### src/rtl/multicycle_controller.sv
// multicycle_controller
// ----------------------------------------------------------------------------
// Moore-style sequencer for an RV32I-subset multicycle datapath. Walks each
// instruction through fetch, decode, address generation, memory access,
// execute and writeback. It drives the immediate select, the ALU operand
// muxes, the ALU function and the write strobes. Memory states wait on a
// ready handshake with an optional timeout. Unsupported instructions and
// memory timeouts park the FSM in TRAP and raise sticky flags.
//
// State table:
//   state     | meaning
//   ----------+--------------------------------------------------------------
//   FETCH     | read instr at PC; on mem_ready load IR/OldPC and PC <= PC+4
//   DECODE    | ALUOut <= OldPC + imm (branch/jal target), pick instr class
//   MEMADR    | ALUOut <= rs1 + imm (load/store address)
//   MEMREAD   | read data at ALUOut, wait for mem_ready
//   MEMWB     | rd <= Data register
//   MEMWRITE  | write rs2 to ALUOut, wait for mem_ready
//   EXECR     | ALUOut <= rs1 op rs2
//   EXECI     | ALUOut <= rs1 op imm
//   ALUWB     | rd <= ALUOut
//   BRANCH    | compare rs1 - rs2, PC <= ALUOut when taken
//   JAL       | PC <= ALUOut (target), ALUOut <= OldPC + 4
//   LUI       | ALUOut <= 0 + U-immediate
//   TRAP      | dead end until reset; all strobes low
//
// Ports:
//   clk, rst_n             clock, async active-low reset
//   opcode/funct3/funct7b5 instruction fields from IR
//   zero                   ALU zero flag (branch compare)
//   mem_ready              memory handshake
//   mem_read, mem_write    memory requests
//   adr_src                memory address select (PC / ALUOut)
//   ir_write, pc_write     IR/OldPC and PC load strobes
//   reg_write              register file write enable
//   imm_src                immediate format select
//   alu_src_a, alu_src_b   ALU operand selects
//   alu_control            ALU function
//   result_src             result bus select
//   illegal, mem_fault     sticky fault flags
//   state_out              current state encoding
// ----------------------------------------------------------------------------
module multicycle_controller #(
    parameter int MEM_TIMEOUT = 15
) (
    input  logic       clk,
    input  logic       rst_n,
    input  logic [6:0] opcode,
    input  logic [2:0] funct3,
    input  logic       funct7b5,
    input  logic       zero,
    input  logic       mem_ready,
    output logic       mem_read,
    output logic       mem_write,
    output logic       adr_src,
    output logic       ir_write,
    output logic       pc_write,
    output logic       reg_write,
    output logic [2:0] imm_src,
    output logic [1:0] alu_src_a,
    output logic [1:0] alu_src_b,
    output logic [2:0] alu_control,
    output logic [1:0] result_src,
    output logic       illegal,
    output logic       mem_fault,
    output logic [3:0] state_out
);

    typedef enum logic [3:0] {
        ST_FETCH    = 4'd0,
        ST_DECODE   = 4'd1,
        ST_MEMADR   = 4'd2,
        ST_MEMREAD  = 4'd3,
        ST_MEMWB    = 4'd4,
        ST_MEMWRITE = 4'd5,
        ST_EXECR    = 4'd6,
        ST_EXECI    = 4'd7,
        ST_ALUWB    = 4'd8,
        ST_BRANCH   = 4'd9,
        ST_JAL      = 4'd10,
        ST_LUI      = 4'd11,
        ST_TRAP     = 4'd12
    } state_t;

    localparam logic [6:0] OP_LOAD   = 7'b0000011;
    localparam logic [6:0] OP_STORE  = 7'b0100011;
    localparam logic [6:0] OP_RTYPE  = 7'b0110011;
    localparam logic [6:0] OP_ITYPE  = 7'b0010011;
    localparam logic [6:0] OP_BRANCH = 7'b1100011;
    localparam logic [6:0] OP_JAL    = 7'b1101111;
    localparam logic [6:0] OP_LUI    = 7'b0110111;

    localparam logic [2:0] IMM_I = 3'b000;
    localparam logic [2:0] IMM_S = 3'b001;
    localparam logic [2:0] IMM_B = 3'b010;
    localparam logic [2:0] IMM_J = 3'b011;
    localparam logic [2:0] IMM_U = 3'b100;

    localparam logic [2:0] ALU_ADD = 3'b000;
    localparam logic [2:0] ALU_SUB = 3'b001;
    localparam logic [2:0] ALU_AND = 3'b010;
    localparam logic [2:0] ALU_OR  = 3'b011;
    localparam logic [2:0] ALU_SLT = 3'b101;

    localparam logic [1:0] SRCA_PC    = 2'b00;
    localparam logic [1:0] SRCA_OLDPC = 2'b01;
    localparam logic [1:0] SRCA_RS1   = 2'b10;
    localparam logic [1:0] SRCA_ZERO  = 2'b11;

    localparam logic [1:0] SRCB_RS2  = 2'b00;
    localparam logic [1:0] SRCB_IMM  = 2'b01;
    localparam logic [1:0] SRCB_FOUR = 2'b10;

    localparam logic [1:0] RES_ALUOUT = 2'b00;
    localparam logic [1:0] RES_DATA   = 2'b01;
    localparam logic [1:0] RES_ALURES = 2'b10;

    // Counter only has to reach MEM_TIMEOUT-1; expiry is taken on the cycle
    // the count would reach MEM_TIMEOUT so a late mem_ready can still win.
    localparam int CW = (MEM_TIMEOUT > 1) ? $clog2(MEM_TIMEOUT + 1) : 1;
    localparam logic [CW-1:0] CNT_LAST = (MEM_TIMEOUT > 0) ? CW'(MEM_TIMEOUT - 1) : '0;

    state_t        state_q, state_d;
    logic [CW-1:0] cnt_q;
    logic          illegal_q, mem_fault_q;
    logic          illegal_set, fault_set;
    logic          wait_state, expire;
    logic          rtype_f3_ok;
    logic [2:0]    imm_by_op;
    logic [2:0]    alu_exec;

    logic       mem_read_c, mem_write_c, adr_src_c;
    logic       ir_write_c, pc_write_c, reg_write_c;
    logic [2:0] imm_src_c, alu_control_c;
    logic [1:0] alu_src_a_c, alu_src_b_c, result_src_c;

    assign wait_state  = (state_q == ST_FETCH) || (state_q == ST_MEMREAD) ||
                         (state_q == ST_MEMWRITE);
    assign expire      = (MEM_TIMEOUT != 0) && wait_state && !mem_ready &&
                         (cnt_q == CNT_LAST);
    assign rtype_f3_ok = (funct3 == 3'b000) || (funct3 == 3'b010) ||
                         (funct3 == 3'b110) || (funct3 == 3'b111);

    always_comb begin
        imm_by_op = IMM_I;
        case (opcode)
            OP_STORE:  imm_by_op = IMM_S;
            OP_BRANCH: imm_by_op = IMM_B;
            OP_JAL:    imm_by_op = IMM_J;
            OP_LUI:    imm_by_op = IMM_U;
            default:   imm_by_op = IMM_I;
        endcase
    end

    // sub only exists for register-register add; addi with instr[30] set is
    // still an add because bit 30 is part of the immediate there.
    always_comb begin
        alu_exec = ALU_ADD;
        case (funct3)
            3'b000:  alu_exec = ((state_q == ST_EXECR) && funct7b5) ? ALU_SUB : ALU_ADD;
            3'b010:  alu_exec = ALU_SLT;
            3'b110:  alu_exec = ALU_OR;
            3'b111:  alu_exec = ALU_AND;
            default: alu_exec = ALU_ADD;
        endcase
    end

    always_ff @(posedge clk or negedge rst_n) begin
        if (!rst_n) begin
            state_q <= ST_FETCH;
        end else begin
            state_q <= state_d;
        end
    end

    always_ff @(posedge clk or negedge rst_n) begin
        if (!rst_n) begin
            cnt_q <= '0;
        end else if ((state_d != state_q) || mem_ready || (MEM_TIMEOUT == 0)) begin
            cnt_q <= '0;
        end else if (wait_state) begin
            cnt_q <= cnt_q + 1'b1;
        end
    end

    always_ff @(posedge clk or negedge rst_n) begin
        if (!rst_n) begin
            illegal_q   <= 1'b0;
            mem_fault_q <= 1'b0;
        end else begin
            if (illegal_set) illegal_q   <= 1'b1;
            if (fault_set)   mem_fault_q <= 1'b1;
        end
    end

    always_comb begin
        state_d     = state_q;
        illegal_set = 1'b0;
        fault_set   = 1'b0;
        case (state_q)
            ST_FETCH: begin
                if (mem_ready) begin
                    state_d = ST_DECODE;
                end else if (expire) begin
                    state_d   = ST_TRAP;
                    fault_set = 1'b1;
                end
            end
            ST_DECODE: begin
                state_d     = ST_TRAP;
                illegal_set = 1'b1;
                case (opcode)
                    OP_LOAD, OP_STORE: begin
                        if (funct3 == 3'b010) begin
                            state_d     = ST_MEMADR;
                            illegal_set = 1'b0;
                        end
                    end
                    OP_RTYPE: begin
                        if (rtype_f3_ok) begin
                            state_d     = ST_EXECR;
                            illegal_set = 1'b0;
                        end
                    end
                    OP_ITYPE: begin
                        if (rtype_f3_ok) begin
                            state_d     = ST_EXECI;
                            illegal_set = 1'b0;
                        end
                    end
                    OP_BRANCH: begin
                        if ((funct3 == 3'b000) || (funct3 == 3'b001)) begin
                            state_d     = ST_BRANCH;
                            illegal_set = 1'b0;
                        end
                    end
                    OP_JAL: begin
                        state_d     = ST_JAL;
                        illegal_set = 1'b0;
                    end
                    OP_LUI: begin
                        state_d     = ST_LUI;
                        illegal_set = 1'b0;
                    end
                    default: begin
                        state_d     = ST_TRAP;
                        illegal_set = 1'b1;
                    end
                endcase
            end
            ST_MEMADR:   state_d = (opcode == OP_STORE) ? ST_MEMWRITE : ST_MEMREAD;
            ST_MEMREAD, ST_MEMWRITE: begin
                if (mem_ready) begin
                    state_d = (state_q == ST_MEMREAD) ? ST_MEMWB : ST_FETCH;
                end else if (expire) begin
                    state_d   = ST_TRAP;
                    fault_set = 1'b1;
                end
            end
            ST_MEMWB:    state_d = ST_FETCH;
            ST_EXECR:    state_d = ST_ALUWB;
            ST_EXECI:    state_d = ST_ALUWB;
            ST_ALUWB:    state_d = ST_FETCH;
            ST_BRANCH:   state_d = ST_FETCH;
            ST_JAL:      state_d = ST_ALUWB;
            ST_LUI:      state_d = ST_ALUWB;
            ST_TRAP:     state_d = ST_TRAP;
            default:     state_d = ST_FETCH;
        endcase
    end

    always_comb begin
        mem_read_c    = 1'b0;
        mem_write_c   = 1'b0;
        adr_src_c     = 1'b0;
        ir_write_c    = 1'b0;
        pc_write_c    = 1'b0;
        reg_write_c   = 1'b0;
        imm_src_c     = IMM_I;
        alu_src_a_c   = SRCA_PC;
        alu_src_b_c   = SRCB_RS2;
        alu_control_c = ALU_ADD;
        result_src_c  = RES_ALUOUT;
        case (state_q)
            ST_FETCH: begin
                mem_read_c   = 1'b1;
                alu_src_b_c  = SRCB_FOUR;
                result_src_c = RES_ALURES;
                ir_write_c   = mem_ready;
                pc_write_c   = mem_ready;
            end
            ST_DECODE: begin
                imm_src_c   = imm_by_op;
                alu_src_a_c = SRCA_OLDPC;
                alu_src_b_c = SRCB_IMM;
            end
            ST_MEMADR: begin
                imm_src_c   = imm_by_op;
                alu_src_a_c = SRCA_RS1;
                alu_src_b_c = SRCB_IMM;
            end
            ST_MEMREAD: begin
                adr_src_c  = 1'b1;
                mem_read_c = 1'b1;
            end
            ST_MEMWB: begin
                result_src_c = RES_DATA;
                reg_write_c  = 1'b1;
            end
            ST_MEMWRITE: begin
                adr_src_c   = 1'b1;
                mem_write_c = 1'b1;
            end
            ST_EXECR: begin
                alu_src_a_c   = SRCA_RS1;
                alu_src_b_c   = SRCB_RS2;
                alu_control_c = alu_exec;
            end
            ST_EXECI: begin
                alu_src_a_c   = SRCA_RS1;
                alu_src_b_c   = SRCB_IMM;
                alu_control_c = alu_exec;
            end
            ST_ALUWB: begin
                result_src_c = RES_ALUOUT;
                reg_write_c  = 1'b1;
            end
            ST_BRANCH: begin
                alu_src_a_c   = SRCA_RS1;
                alu_src_b_c   = SRCB_RS2;
                alu_control_c = ALU_SUB;
                pc_write_c    = (funct3 == 3'b000) ? zero : ~zero;
            end
            ST_JAL: begin
                alu_src_a_c = SRCA_OLDPC;
                alu_src_b_c = SRCB_FOUR;
                pc_write_c  = 1'b1;
            end
            ST_LUI: begin
                imm_src_c   = IMM_U;
                alu_src_a_c = SRCA_ZERO;
                alu_src_b_c = SRCB_IMM;
            end
            default: begin
                mem_read_c = 1'b0;
            end
        endcase
    end

    // Reset gates every output so FETCH's read request and selects never
    // reach the datapath while rst_n is held low.
    assign mem_read    = rst_n & mem_read_c;
    assign mem_write   = rst_n & mem_write_c;
    assign adr_src     = rst_n & adr_src_c;
    assign ir_write    = rst_n & ir_write_c;
    assign pc_write    = rst_n & pc_write_c;
    assign reg_write   = rst_n & reg_write_c;
    assign imm_src     = rst_n ? imm_src_c     : 3'b000;
    assign alu_src_a   = rst_n ? alu_src_a_c   : 2'b00;
    assign alu_src_b   = rst_n ? alu_src_b_c   : 2'b00;
    assign alu_control = rst_n ? alu_control_c : 3'b000;
    assign result_src  = rst_n ? result_src_c  : 2'b00;
    assign illegal     = illegal_q;
    assign mem_fault   = mem_fault_q;
    assign state_out   = state_q;

endmodule

### config.mk
export PLATFORM = sky130hd
export DESIGN_NAME = multicycle_controller
export DESIGN_NICKNAME = d
export VERILOG_FILES = /design/src/rtl/multicycle_controller.sv
export SDC_FILE = /design/constraint.sdc
export NUM_CORES = 1
export LEC_CHECK = 0
export CAP_MARGIN = 15
export CORE_UTILIZATION = 30
export DETAILED_ROUTE_END_ITERATION = 10
export PLACE_DENSITY = 0.57
export SLEW_MARGIN = 0
export SYNTH_ARGS = -nofsm -noshare
export SYNTH_HDL_FRONTEND = slang
export SYNTH_SLANG_ARGS = --single-unit
### constraint.sdc
create_clock -name clk -period 3.39 [get_ports clk]
set_input_delay 0.678 -clock clk [delete_from_list [all_inputs] [get_ports clk]]
set_output_delay 0.678 -clock clk [all_outputs]
set_load 0.01 [all_outputs]
# --- Word-level counts from Yosys, hierarchy flattened ---
# Cells that the tools add are included.
word_totals:
  ff_bits: 10
  input_bits: 15
  word_cells: 106
  out_inout_bits: 24
classes:
  muxes: 41
  reduce_logical: 28
  bitwise: 7
  add_sub_neg: 1
  eq_ne: 25
op_table:
  columns: ["operator", "n"]
  rows:
  - ["$pmux 4 s6", 2]
  - ["$mux 4", 8]
  - ["$eq 4x4->1 const B", 6]
  - ["$pmux 3 s4", 2]
  - ["$eq 7x6->1 const B", 3]
  - ["$reduce_or 2->1", 10]
  - ["$eq 4x3->1 const B", 4]
  - ["$mux 3", 5]
  - ["$eq 7x7->1 const B", 2]
  - ["$mux 1", 14]
  - ["$pmux 3 s2", 2]
  - ["$reduce_or 4->1", 3]
  - ["$eq 4x2->1 const B", 2]
  - ["$pmux 2 s2", 2]
  - ["$eq 7x2->1 const B", 1]
  - ["$eq 7x5->1 const B", 1]
  - ["$logic_or 1x1->1", 7]
  - ["$and 1x1->1", 6]
  - ["$eq 3x3->1 const B", 2]
  - ["$mux 2", 3]
  - ["$pmux 2 s3", 1]
  - ["$add 4x1->4 const B", 1]
  - ["$eq 4x1->1 const B", 1]
  - ["$logic_not 4->1", 1]
  - ["11 further kinds", 13]

# --- Depth between registers and ports, before layout ---
logic_depth:
  word_depth: 11
  depth_mapped: 7
  mapped_depth_nobuf: 7

# --- Least setup slack after synthesis ---
# No wires, ideal clock.
synth_timing:
  path_type: "input port to output port"
  start: "input port opcode[6]"
  end: "output port imm_src[2]"
  path_buffers: 1
  t_required_ns: 2.712
  path_slack_ns: 0.591
  stages: 5
  arrival_ns: 2.121
  path_cell_list: "buf_4 -> or3b_4 -> or2_2 -> or4_1 -> a21oi_1"
synth_via:
  elab_chain_cells: 4
  word_cells_on_any_way: 7
  cone_classes: "eq/ne (4); mux (3)"
synth_lines:
  columns: ["element", "line", "rtl"]
  rows:
  - ["start, declared", "48", "input logic [6:0] opcode,"]
  - ["$eq 7x6->1 / $eq 7x7->1 (equally long branches)", "146", "case (opcode)"]
  - ["$pmux 3 s4 (*)", "146", null]
  - ["$pmux 3 s2 (*)", "284", "case (state_q)"]
  - ["$mux 3 (*)", "358", "assign imm_src = rst_n ? imm_src_c : 3'b000;"]
  - ["end, declared", "59", "output logic [2:0] imm_src,"]
# Mark *: on every way between the ends. The rest lies on a longest branch, timed or not.

# --- Worst setup path after layout ---
layout_timing:
  start: "input port opcode[4]"
  end: "output port imm_src[2]"
# The elaborated chain is that of the path after synthesis.

==> reports/qor.yml <==
grt:
  antenna_found_initial: 0
  gr-usage-all-layers_pct: 19.4
  grt_pass1_wl_um: 6720
  grt_overflow: 0
  grt_pass1_vias: 1483
  grt_max_degree: 23
layout:
  n_fill_cell: 391
  multi_input_area_um2: 946
  fin_util_pct: 45.4
  regArea_um2: 250
  diodes: 0
  layout.nets: 243
  stdcell_area_mm2: 0.00184
  drive_above_1_share_pct: 15.2
  area_delta_synth_final_pct: 43.9
clock_network:
  htreeDepth: 1
  path_clk_slew_ns: 0.04
  tritoncts: "done"
  clockBufferDepth: 2
  clock_tree.root_cell: "clkbuf_8"
  ctsHoldBuffers: 0
  cts_buffers: 3
  clock_latency_ns: 0.23
  cts_sinks: 10
yosys:
  postSynthCellCount: 177
  synthAdderAreaFrac_pct: 1.96
  syn_area_mm2: 0.00128
  yosysWarnings: 0
  synth-seq-cells: 10
  ys_types: 57
  synth_compound_area_share_pct: 28.7
  synth_top_cells_by_count: "20 x nor2_1, 12 x nand2_1, 11 x a21oi_1"
  synth_top_cell_area_share_pct: 19.6
  syn_nets: 194
  muxShareOfSynthArea_pct: 0.783
  async_flop_share_pct: 100
  synth_top_family_by_area: "simple AND/OR/NAND/NOR gates"
  synth_area_leaders: "dfrtp_1 20%, nor2_1 5.9%, a21oi_1 4.3%"
  synth.most_common_cell: "nor2_1"
  syn_avg_cell_area_um2: 7.22
  synth_edf_count: 0
  yosys.area_share.simple_pct: 38.2
  synth_xor_area_share_pct: 4.11
  yosys.area.top_type: "dfrtp_1"
  yosysSeqAreaShare_pct: 19.6
  synth_top_flop_cell: "dfrtp_1"
power_and_ir_drop:
  p_clk_share_pct: 13.2
  p_leak_nw: 0.682
  p_sw_mw: 0.396
  ir_worst_vdd_mv: 0.164
  power_mw: 0.881
  power.internal_mw: 0.485
  switching_share_pct: 44.9
  powerDensity_mw_per_mm2: 479
  power.share.sequential_pct: 22.2
  comb_power_share_pct: 64.6
worst_setup_path:
  worst-path-buf-inv: 2
  path_cells: "clkdlybuf4s50_1 > or3b_4 > or2_2 > or4_1 > a21oi_2 > clkbuf_2"
  arrival_ns: 2.55
  reg2reg_to: "cnt_q[2]$_DFFE_PN0P_"
  crit_required_ns: 2.71
  startpoint_type: "primary input"
  slowest_stage: "clkdlybuf4s50_1"
  worst-r2r-setup-slack_ns: 0.94
  path_delay_family: "simple AND/OR/NAND/NOR gates"
  ff2ff_path_depth: 6
  max_stage_delay_ns: 0.47
  path_max_fanout: 3
  critPathCaptureType: "output pin"
  worstSetupPathType: "in2out"
  r2r-start: "state_out[0]$_DFF_PN0_"
timing:
  worst_pin_slew_ns: 0.727
  setup_violations: 0
  slew_headroom_pct: 51.3
  tns_ns: 0
  slew_violations: 0
  holdWs_ns: 0.456
  fin_crit_ns: 3.22
  finalHoldViolations: 0
  fin_skew_ns: 0.00179
  timing.final.crit_share_pct: 95.1
  max_freq_mhz: 310
  grt_setup_unrepaired: "no"
routing:
  first_iter_violations: 137
  vias: 1541
  wl_per_cell_um: 14.8
  routed_wirelength_um: 4060
  drc: 0
  detail_route.vias_per_cell: 5.62
  firstDrtPassIters: 4
  postRouteAntennaNets: 0
worst_hold_path:
  holdPathEnd: "mem_fault$_DFFE_PN0P_"
  min_from: "mem_fault$_DFFE_PN0P_"
  hold_path_class: "reg2reg"
  worstHoldPathCells: 1
placement:
  numPortBuffers: 38
  place_congestion: 0.839
  dp_hpwl_um: 3150
  dpl_cell_area_mm2: 0.00180
floorplan:
  die_w_um: 67.3
  die_h_um: 67.3
  die_area_mm2: 0.00453
  ios: 39
  start_util_pct: 31.5
  rows: 23
  core_mm2: 0.00406
run_status:
  status: "complete, no violations"
job:
  max_cap_violations: 0
area by class of cell:
cell class	instances	area share [%]
clock buffer	3	2.24
sequential	10	13.6
inverter	6	1.22
multi-input combinational	148	51.4
tap	50	3.40
timing repair buffer	57	28.1
cells in the final DEF (no fill, tap or decap), types with 3 or more instances in the layout:
cell type        instances
a211oi_1                 4
a21oi_1                 10
a31oi_1                  6
and2_1                   3
buf_4                   19
clkbuf_8                 3
clkdlybuf4s50_1         37
dfrtp_1                 10
inv_1                    6
nand2_1                 12
nand2b_1                 3
nand3_1                  6
nand4_1                  3
nor2_1                  20
nor2b_1                  7
nor3_1                   9
nor4_1                   6
nor4b_1                  3
o21ai_0                  5
or2_2                    3
xnor2_1                  3
xor2_1                   3
flip-flops by register name, indices dropped and copies added, names as in the netlist:
register and cells:
cnt_q 4, state_out 4, illegal 1, mem_fault 1
how the worst max path moves through the flow:
stage / start / endpoint / slack [ns] / cells past startpoint
after global placement: opcode[4] / imm_src[2] / -0.22 / 6
after CTS: opcode[4] / imm_src[2] / 0.03 / 6
after detailed placement: opcode[4] / imm_src[2] / -0.24 / 6
after global routing: opcode[4] / imm_src[2] / 0.08 / 6
after floorplan: opcode[6] / imm_src[2] / 0.59 / 5
final: opcode[4] / imm_src[2] / 0.17 / 6
what timing repair did:
| action | 4_1_cts | 5_1_grt |
|---|---|---|
| gates resized for setup | 1 | 3 |
| cloned | 0 | 0 |
| setup endpoints to repair | 1 | 1 |
| hold endpoints to repair | 0 | 0 |
| setup buffers | 0 | 0 |
layer usage:
layer	track usage, %	part of all wire, %
met1	24.3	45
met2	34.0	51
met3	3.21	3.5
met4	5.32	0.89
met5	0	0
power groups by stage:
stage | Combinational, mW | Clock (mW) | Sequential (mW)
global route | 0.624 | 0.130 | 0.201
detailed placement | 0.564 | 0 | 0.197
finish | 0.569 | 0.116 | 0.196
CTS | 0.568 | 0.119 | 0.196
floorplan | 0.361 | 0 | 0.163
global placement | 0.561 | 0 | 0.197
per-stage QoR:
stage | worst slack (ns) | instances
floorplan | 0.591 | 177
global placement | -0.224 | 271
detailed placement | -0.242 | 271
CTS | 0.0298 | 274
global route | 0.0799 | 274
finish | 0.165 | 274
logic make-up after synthesis:
kind of cell,count (synthesis)
flops,10
simple gates,87
xor+xnor,6
buf+inv,19
fa+ha+maj,2
mux,1
compound gates,52
Note: power is estimated with default switching activity, not from simulation.
